<file path="src/rtl/alu_pipe.sv">
// alu_pipe -- pipelined integer ALU functional unit for the execute stage.
//
// Accepts one issued reservation-station entry per cycle, computes the
// add/sub/compare/logic result and the branch-taken flag combinationally at
// the input, and registers it into stage 0 of an elastic pipeline of STAGES
// register stages. Bubbles collapse: a beat moves forward whenever the next
// stage is empty or advancing. The head result is held until out_yumi.
// flush kills every in-flight beat and any beat presented in the same cycle.
//
// Ports:
//   clk, reset        clock; synchronous active-high reset
//   flush             kill all in-flight ops and the beat presented this cycle
//   in_valid/in_ready issue handshake (in_ready depends combinationally on out_yumi)
//   in_op             4-bit opcode (ADD..XOR, 0xD-0xF illegal -> 0)
//   in_a, in_b        operands
//   in_tag            ROB tag travelling with the op
//   out_valid         result present at the pipeline head
//   out_yumi          consumer takes the head result this cycle
//   out_result        result value (a-b for branch ops)
//   out_tag           ROB tag of the head result
//   out_br_taken      branch condition (0 for non-branch ops)
//   occupancy         number of valid stages (registered)
module alu_pipe #(
    parameter int WIDTH  = 32,
    parameter int TAG_W  = 3,
    parameter int STAGES = 2,
    parameter int OCC_W  = $clog2(STAGES + 1)
) (
    input  logic             clk,
    input  logic             reset,
    input  logic             flush,
    input  logic             in_valid,
    output logic             in_ready,
    input  logic [3:0]       in_op,
    input  logic [WIDTH-1:0] in_a,
    input  logic [WIDTH-1:0] in_b,
    input  logic [TAG_W-1:0] in_tag,
    output logic             out_valid,
    input  logic             out_yumi,
    output logic [WIDTH-1:0] out_result,
    output logic [TAG_W-1:0] out_tag,
    output logic             out_br_taken,
    output logic [OCC_W-1:0] occupancy
);

    localparam int LAST = STAGES - 1;

    typedef enum logic [3:0] {
        OP_ADD  = 4'h0,
        OP_SUB  = 4'h1,
        OP_SLT  = 4'h2,
        OP_SLTU = 4'h3,
        OP_BEQ  = 4'h4,
        OP_BNE  = 4'h5,
        OP_BLT  = 4'h6,
        OP_BGE  = 4'h7,
        OP_BLTU = 4'h8,
        OP_BGEU = 4'h9,
        OP_AND  = 4'hA,
        OP_OR   = 4'hB,
        OP_XOR  = 4'hC
    } op_e;

    // ------------------------------------------------------------------
    // Execute: one shared subtractor a + ~b + 1 feeds SUB, compares and
    // branch conditions.
    // ------------------------------------------------------------------
    logic [WIDTH:0]   diff_full;
    logic [WIDTH-1:0] low_sum;
    logic [WIDTH-1:0] diff;
    logic             carry_out;
    logic             carry_msb;
    logic             is_zero;
    logic             lt_s;
    logic             lt_u;
    logic [WIDTH-1:0] alu_res;
    logic             alu_br;

    assign diff_full = {1'b0, in_a} + {1'b0, ~in_b} + (WIDTH + 1)'(1);
    // Same sum over the low WIDTH-1 bits; its top bit is the carry into the MSB.
    assign low_sum   = {1'b0, in_a[WIDTH-2:0]} + {1'b0, ~in_b[WIDTH-2:0]} + WIDTH'(1);
    assign diff      = diff_full[WIDTH-1:0];
    assign carry_out = diff_full[WIDTH];
    assign carry_msb = low_sum[WIDTH-1];
    assign is_zero   = (diff == '0);
    assign lt_s      = diff[WIDTH-1] ^ (carry_msb ^ carry_out);
    assign lt_u      = ~carry_out;

    always_comb begin
        // NOTE: every combinational output gets a default first so no path leaves it unassigned (no latch).
        alu_res = '0;
        alu_br  = 1'b0;
        case (in_op)
            OP_ADD:  alu_res = in_a + in_b;
            OP_SUB:  alu_res = diff;
            OP_SLT:  alu_res = WIDTH'(lt_s);
            OP_SLTU: alu_res = WIDTH'(lt_u);
            OP_BEQ:  begin alu_res = diff; alu_br = is_zero;  end
            OP_BNE:  begin alu_res = diff; alu_br = ~is_zero; end
            OP_BLT:  begin alu_res = diff; alu_br = lt_s;     end
            OP_BGE:  begin alu_res = diff; alu_br = ~lt_s;    end
            OP_BLTU: begin alu_res = diff; alu_br = lt_u;     end
            OP_BGEU: begin alu_res = diff; alu_br = ~lt_u;    end
            OP_AND:  alu_res = in_a & in_b;
            OP_OR:   alu_res = in_a | in_b;
            OP_XOR:  alu_res = in_a ^ in_b;
            default: begin alu_res = '0; alu_br = 1'b0; end
        endcase
    end

    // ------------------------------------------------------------------
    // Elastic pipeline control
    // ------------------------------------------------------------------
    logic [STAGES-1:0] valid_q;
    logic [STAGES-1:0] valid_d;
    logic [STAGES-1:0] advance;
    logic [STAGES-1:0] load;
    logic [WIDTH-1:0]  res_q [STAGES];
    logic [TAG_W-1:0]  tag_q [STAGES];
    logic [STAGES-1:0] br_q;
    logic [OCC_W-1:0]  occ_q;
    logic [OCC_W-1:0]  occ_d;
    logic              accept;

    // Walk from the head backwards: a stage advances when it holds a beat
    // and the stage ahead can load; a stage loads when empty or advancing.
    always_comb begin
        logic next_load;
        advance       = '0;
        load          = '0;
        advance[LAST] = valid_q[LAST] & out_yumi;
        load[LAST]    = ~valid_q[LAST] | advance[LAST];
        next_load     = load[LAST];
        for (int i = LAST - 1; i >= 0; i--) begin
            advance[i] = valid_q[i] & next_load;
            load[i]    = ~valid_q[i] | advance[i];
            next_load  = load[i];
        end
    end

    assign in_ready = load[0] & ~reset;
    assign accept   = in_valid & in_ready & ~flush;

    always_comb begin
        valid_d    = '0;
        occ_d      = '0;
        valid_d[0] = accept | (valid_q[0] & ~advance[0]);
        for (int i = 1; i < STAGES; i++) begin
            valid_d[i] = advance[i-1] | (valid_q[i] & ~advance[i]);
        end
        for (int i = 0; i < STAGES; i++) begin
            occ_d = occ_d + OCC_W'(valid_d[i]);
        end
    end

    // NOTE: sequential state uses non-blocking assignments so every stage samples its predecessor's pre-edge value.
    always_ff @(posedge clk) begin
        if (reset || flush) begin
            valid_q <= '0;
            occ_q   <= '0;
        end else begin
            valid_q <= valid_d;
            occ_q   <= occ_d;
        end
    end

    // NOTE: data stages are cleared only by reset (so out_* read 0 afterwards); flush just drops the valid bits.
    always_ff @(posedge clk) begin
        if (reset) begin
            for (int i = 0; i < STAGES; i++) begin
                res_q[i] <= '0;
                tag_q[i] <= '0;
            end
            br_q <= '0;
        end else begin
            if (accept) begin
                res_q[0] <= alu_res;
                tag_q[0] <= in_tag;
                br_q[0]  <= alu_br;
            end
            for (int i = 1; i < STAGES; i++) begin
                if (advance[i-1]) begin
                    res_q[i] <= res_q[i-1];
                    tag_q[i] <= tag_q[i-1];
                    br_q[i]  <= br_q[i-1];
                end
            end
        end
    end

    assign out_valid    = valid_q[LAST];
    assign out_result   = res_q[LAST];
    assign out_tag      = tag_q[LAST];
    assign out_br_taken = br_q[LAST];
    assign occupancy    = occ_q;

endmodule

</file>
<file path="config.mk">
export PLATFORM = sky130hd
export DESIGN_NAME = alu_pipe
export DESIGN_NICKNAME = d
export VERILOG_FILES = /design/src/rtl/alu_pipe.sv
export SDC_FILE = /design/constraint.sdc
export NUM_CORES = 1
export LEC_CHECK = 0
export ABC_AREA = 1
export BUFFER_PORTS_ARGS = -buffer_cell sky130_fd_sc_hd__buf_4
export CORE_UTILIZATION = 30
export DETAILED_ROUTE_END_ITERATION = 12
export PLACE_DENSITY = 0.48
export SLEW_MARGIN = 20
export SYNTH_ARGS = -nofsm -noshare
export SYNTH_HDL_FRONTEND = slang
export SYNTH_SLANG_ARGS = --single-unit
</file>
<file path="constraint.sdc">
create_clock -name clk -period 3.1 [get_ports clk]
set_clock_uncertainty 0.1 [all_clocks]
set_input_delay 0 -clock clk [delete_from_list [all_inputs] [get_ports clk]]
set_output_delay 0 -clock clk [all_outputs]
set_load 0.03 [all_outputs]
</file>
==> run summary <==
The tools report the die area as 33,600 um2. The post-synthesis to final-layout area growth was 15.7%; the number of synthesized flops with an enable pin was 70. The wire length of the first global-routing pass came out at 53,400 um.

The antenna diode instance count was 0. For this run the aggregate overflow at the end of global routing stands at 0. Tracing the worst setup path back leads to its startpoint at in_a[22].

In this run switching power makes up 38.8% of total power. The floorplan step set the die width to 183 um. For this design the static power due to leakage is 6.17 nW.

Cell internal power was estimated by the tool at 2.50 mW. For the final-report hold violation count, the log shows 0. Setup repair after global routing left no endpoint under its margin. Clock latency on the worst-skew pair, taken at its later pin, is 0.35 ns. The run gives 0.394 GHz as the timing-limited maximum frequency. The run gives 1,545 as the cell count after synthesis.

In this run the cell area of the synthesized design comes to 9850 um2. The synthesized design contains 76 register bits. Global routing used 21.2% of the available tracks.

Post-CTS timing repair inserted 0 buffers for setup. For this design the total switching power over the nets is 1.59 mW. The tools report the count of H-tree levels built during CTS as 3. Summing over every cut layer, the via total after detailed routing is 9,687. At the worst endpoint, the arrival time is 2.54 ns. In the routed design, unresolved DRC markers number 0. The via count of the first global-routing pass came out at 9,163. In the synthesized netlist the async set-or-reset flop fraction comes to 0%.

For this configuration, the core starts out at a cell density of 30.8%. Cells with a size suffix above 1 make up 15.1% of the layout. At the pin with the least slew margin, the transition time is 0.717 ns. The net count of the finished layout is 1,811. Buffers inserted during clock tree synthesis total 9. On the critical path, the stage with the largest delay is an instance of ha_1. The tools report the worst slack at placement as 0.287 ns.

The clock share of power is 30.2%, and the relative slew slack is 52.2%. For the total setup violations reported at the end of the flow, the log shows 0. No sink is reached through more buffers than the 2 on the longest clock path. STA puts the critical path data required time at 3.10 ns. The worst hold path begins at in_op[3]. The number of rows created at floorplan was 65; the top fanout value on the critical path was 11. The average footprint of a synthesized cell came out at 6.37 um2. After the first detailed-routing iteration, the DRC count stood at 744.

The logs give 2220 um2 for the sequential cell area and 0 for the max-cap check violation count. The flow ran to the end, and the final reports show no timing, DRC or antenna violations. The final max-slew violation count was 0; the minimum clock period after layout was 2.54 ns. The pre-antenna-repair detailed-routing pass consisted of 6 iterations. Summing the areas of all compound-gate instances in the mapped netlist gives 13.9% of the synthesized area. The run gives 76 as the number of sinks on the clock net. The tools report the type of element launching the critical path as an input pin. The endpoint class of the critical path is a flop. Of the total power, registers draw 29.7%.

After synthesis, the netlist uses 50 different library cells. The post-synthesis mux area share works out to 0%. TritonCTS built the clock tree. After Yosys synthesis, and, or, nand and nor cells account for 31.1% of the synthesized area. The final weighted congestion in routability-driven placement was 0.940. The worst path meets setup with 0.560 ns of slack. The worst register-to-register path begins at valid_q[1]. The tools report the fill cell instance count of the final layout as 3,523.

The via count normalized by instance count is 4.67, and the total I/O pin count is 116. The buffer cell driving the clock tree root was clkbuf_16. Reg-to-reg setup timing slack: 1.09 ns. Among all flip-flop cells after synthesis, the most frequent one is edfxtp_1. IR analysis of the VDD net gives a maximum drop of 0.255 mV. The detailed placement HPWL is 29,600 um, and the largest stage delay on the critical path is 0.49 ns.

The family of cells with the greatest summed delay on the critical path is compound AO/OA/AOI/OAI gates. The sequential-to-total area share from yosys stat was 22.6%. The number of buffer and inverter instances along the worst setup path works out to 3. The multi-input combinational cells in the finished layout cover a total of 5760 um2. Of the total synthesized cell area, the portion taken by XOR and XNOR cells is 0.711%.

The signal on the critical path passes through buf_4 > inv_1 > ha_1 > a21oi_1 > o21a_1 > nor3_1 > nor4_1 > o21ai_0 > o21ai_0 > nand3_1 > nand2_1 > inv_1. In this run the power density over the cells is 359 nW/um2. The run gives 0 as the initial antenna violation count.

The type of the setup path with the least slack is input pin to flop. The core region is 32,000 um2. After routing, the total negative slack on setup checks comes to 0 ns.

Synthesis produced a netlist with a net count of 1,720. The synthesized-area fraction occupied by adder cells was 12.7%; the power share of the combinational group was 40.1%. The combinational family with the most area after synthesis is simple AND/OR/NAND/NOR gates.

Entering global routing, the biggest net connects 41 pins. In this run the worst hold path is classified as input pin to flop. Clock edge transition at the registers on the reported setup and hold paths: 0.06 ns. Number of warnings reported in the yosys synthesis log: 0.

The number of input and output port buffers inserted was 115; the die height was 183 um. The final layout contains routed wiring with a total length of 35,300 um. In this run the remaining antenna-violating nets after routing total 0. The detailed-route wire length per cell is 17.0 um, and the final worst-path cycle share is 81.9%.
[what timing repair did]
item / 4_1_cts / 5_1_grt
hold buffers: 8 / 0
gates resized for setup: 0 / 0
endpoints found under the hold margin: 9 / 0
[registers in the layout, summed over array words and instances, names as in the netlist]
name / count
valid_q: 2
tag_q: 6
br_q: 2
occupancy: 2
res_q: 64
[layer usage]
layer | wire (um) | global-route usage [%]
met5 | 0 | 0
met4 | 580 | 5.30
met3 | 1570 | 2.07
met2 | 16100 | 34.8
met1 | 17100 | 29.7
[final cells by class]
cell class                      count  share of cell area [%]
Multi-Input combinational cell   1041                    50.5
Sequential cell                    76                    19.5
Tap cell                          435                    4.78
Timing Repair Buffer              157                    10.6
Clock inverter                      6                   0.977
Inverter                          351                    11.6
Clock buffer                       10                    2.01
[worst reg2reg max path, cell delays in order (launching register included)]
cell and delay (ns):
dfxtp_1 0.31, nand2_1 0.12, nor2_1 0.07, nor3_1 0.36, inv_1 0.15, nand2_1 0.08, buf_4 0.43
[worst paths after layout]
| check | endpoint | cells after the start |
|---|---|---|
| worst max-delay path | res_q[0][29] | 12 |
| worst min register to register | br_q[1] | 2 |
| worst max register to register | res_q[0][10] | 6 |
| worst min-delay path | res_q[0][0] | 4 |
[logic make-up after synthesis]
| group | count (synthesis) |
|---|---|
| compound gates | 226 |
| xor+xnor | 8 |
| fa+ha+maj | 99 |
| flops | 76 |
| buf+inv | 428 |
| simple gates | 708 |
[per-stage QoR]
| stage | hold WS, ns | util, % | instances | power, mW | cell area, um2 |
|---|---|---|---|---|---|
| CTS | 0.0184 | 35.6 | 2076 | 4.11 | 11400 |
| floorplan | 0.0555 | - | 1545 | 2.33 | 9850 |
| global route | 0.0597 | 35.6 | 2076 | 4.33 | 11400 |
| global placement | 0.174 | 34.3 | 2052 | 2.85 | 11000 |
| finish | 0.0356 | 35.6 | 2076 | 4.09 | 11400 |
| detailed placement | 0.190 | 34.3 | 2052 | 2.85 | 11000 |
[placed cells by master, fill, tap and decap left out, types with 4 or more instances in the layout]
cell	instances
a221oi_1	14
o21ai_1	5
xor2_1	8
o22ai_1	22
nor2_1	159
edfxtp_1	70
a21oi_2	7
nor3_1	9
nand2_1	379
clkbuf_16	9
nor3_2	4
nor2_4	4
o211ai_1	17
nor2_2	16
o21bai_1	5
o21ai_0	52
o21ai_2	6
nand2_2	17
dlygate4sd3_1	8
or2_2	5
nand4_1	14
dfxtp_1	6
nand3_1	80
buf_4	148
a21oi_1	83
nand3_2	10
inv_1	338
ha_1	97
inv_2	9
clkinv_1	4
[Yosys cell counts, drive strengths merged (3+ instances only)]
library cell	count	area share (%)
a21oi	91	5.0
nand3	91	5.3
o211ai	17	1.3
dfxtp	6	1.2
o21bai	5	0.38
nor3	13	0.86
edfxtp	70	21
nand2	398	16
o21ai	63	3.4
o22ai	22	1.4
clkinv	4	0.15
ha	97	12
or2	7	0.44
nand4	14	0.89
o21a	3	0.23
nor2	179	7.5
nor4	3	0.19
inv	347	13
xor2	8	0.71
clkbuf	18	0.69
buf	59	4.9
a221oi	14	1.2
[power by group through the flow]
| stage | logic (mW) | clock network, mW | registers, mW |
|---|---|---|---|
| finish | 1.64 | 1.24 | 1.21 |
| global route | 1.80 | 1.31 | 1.22 |
| CTS | 1.63 | 1.27 | 1.22 |
| detailed placement | 1.61 | 0 | 1.24 |
| global placement | 1.62 | 0 | 1.24 |
| floorplan | 1.09 | 0 | 1.23 |
(Power assumes the default switching activity.)
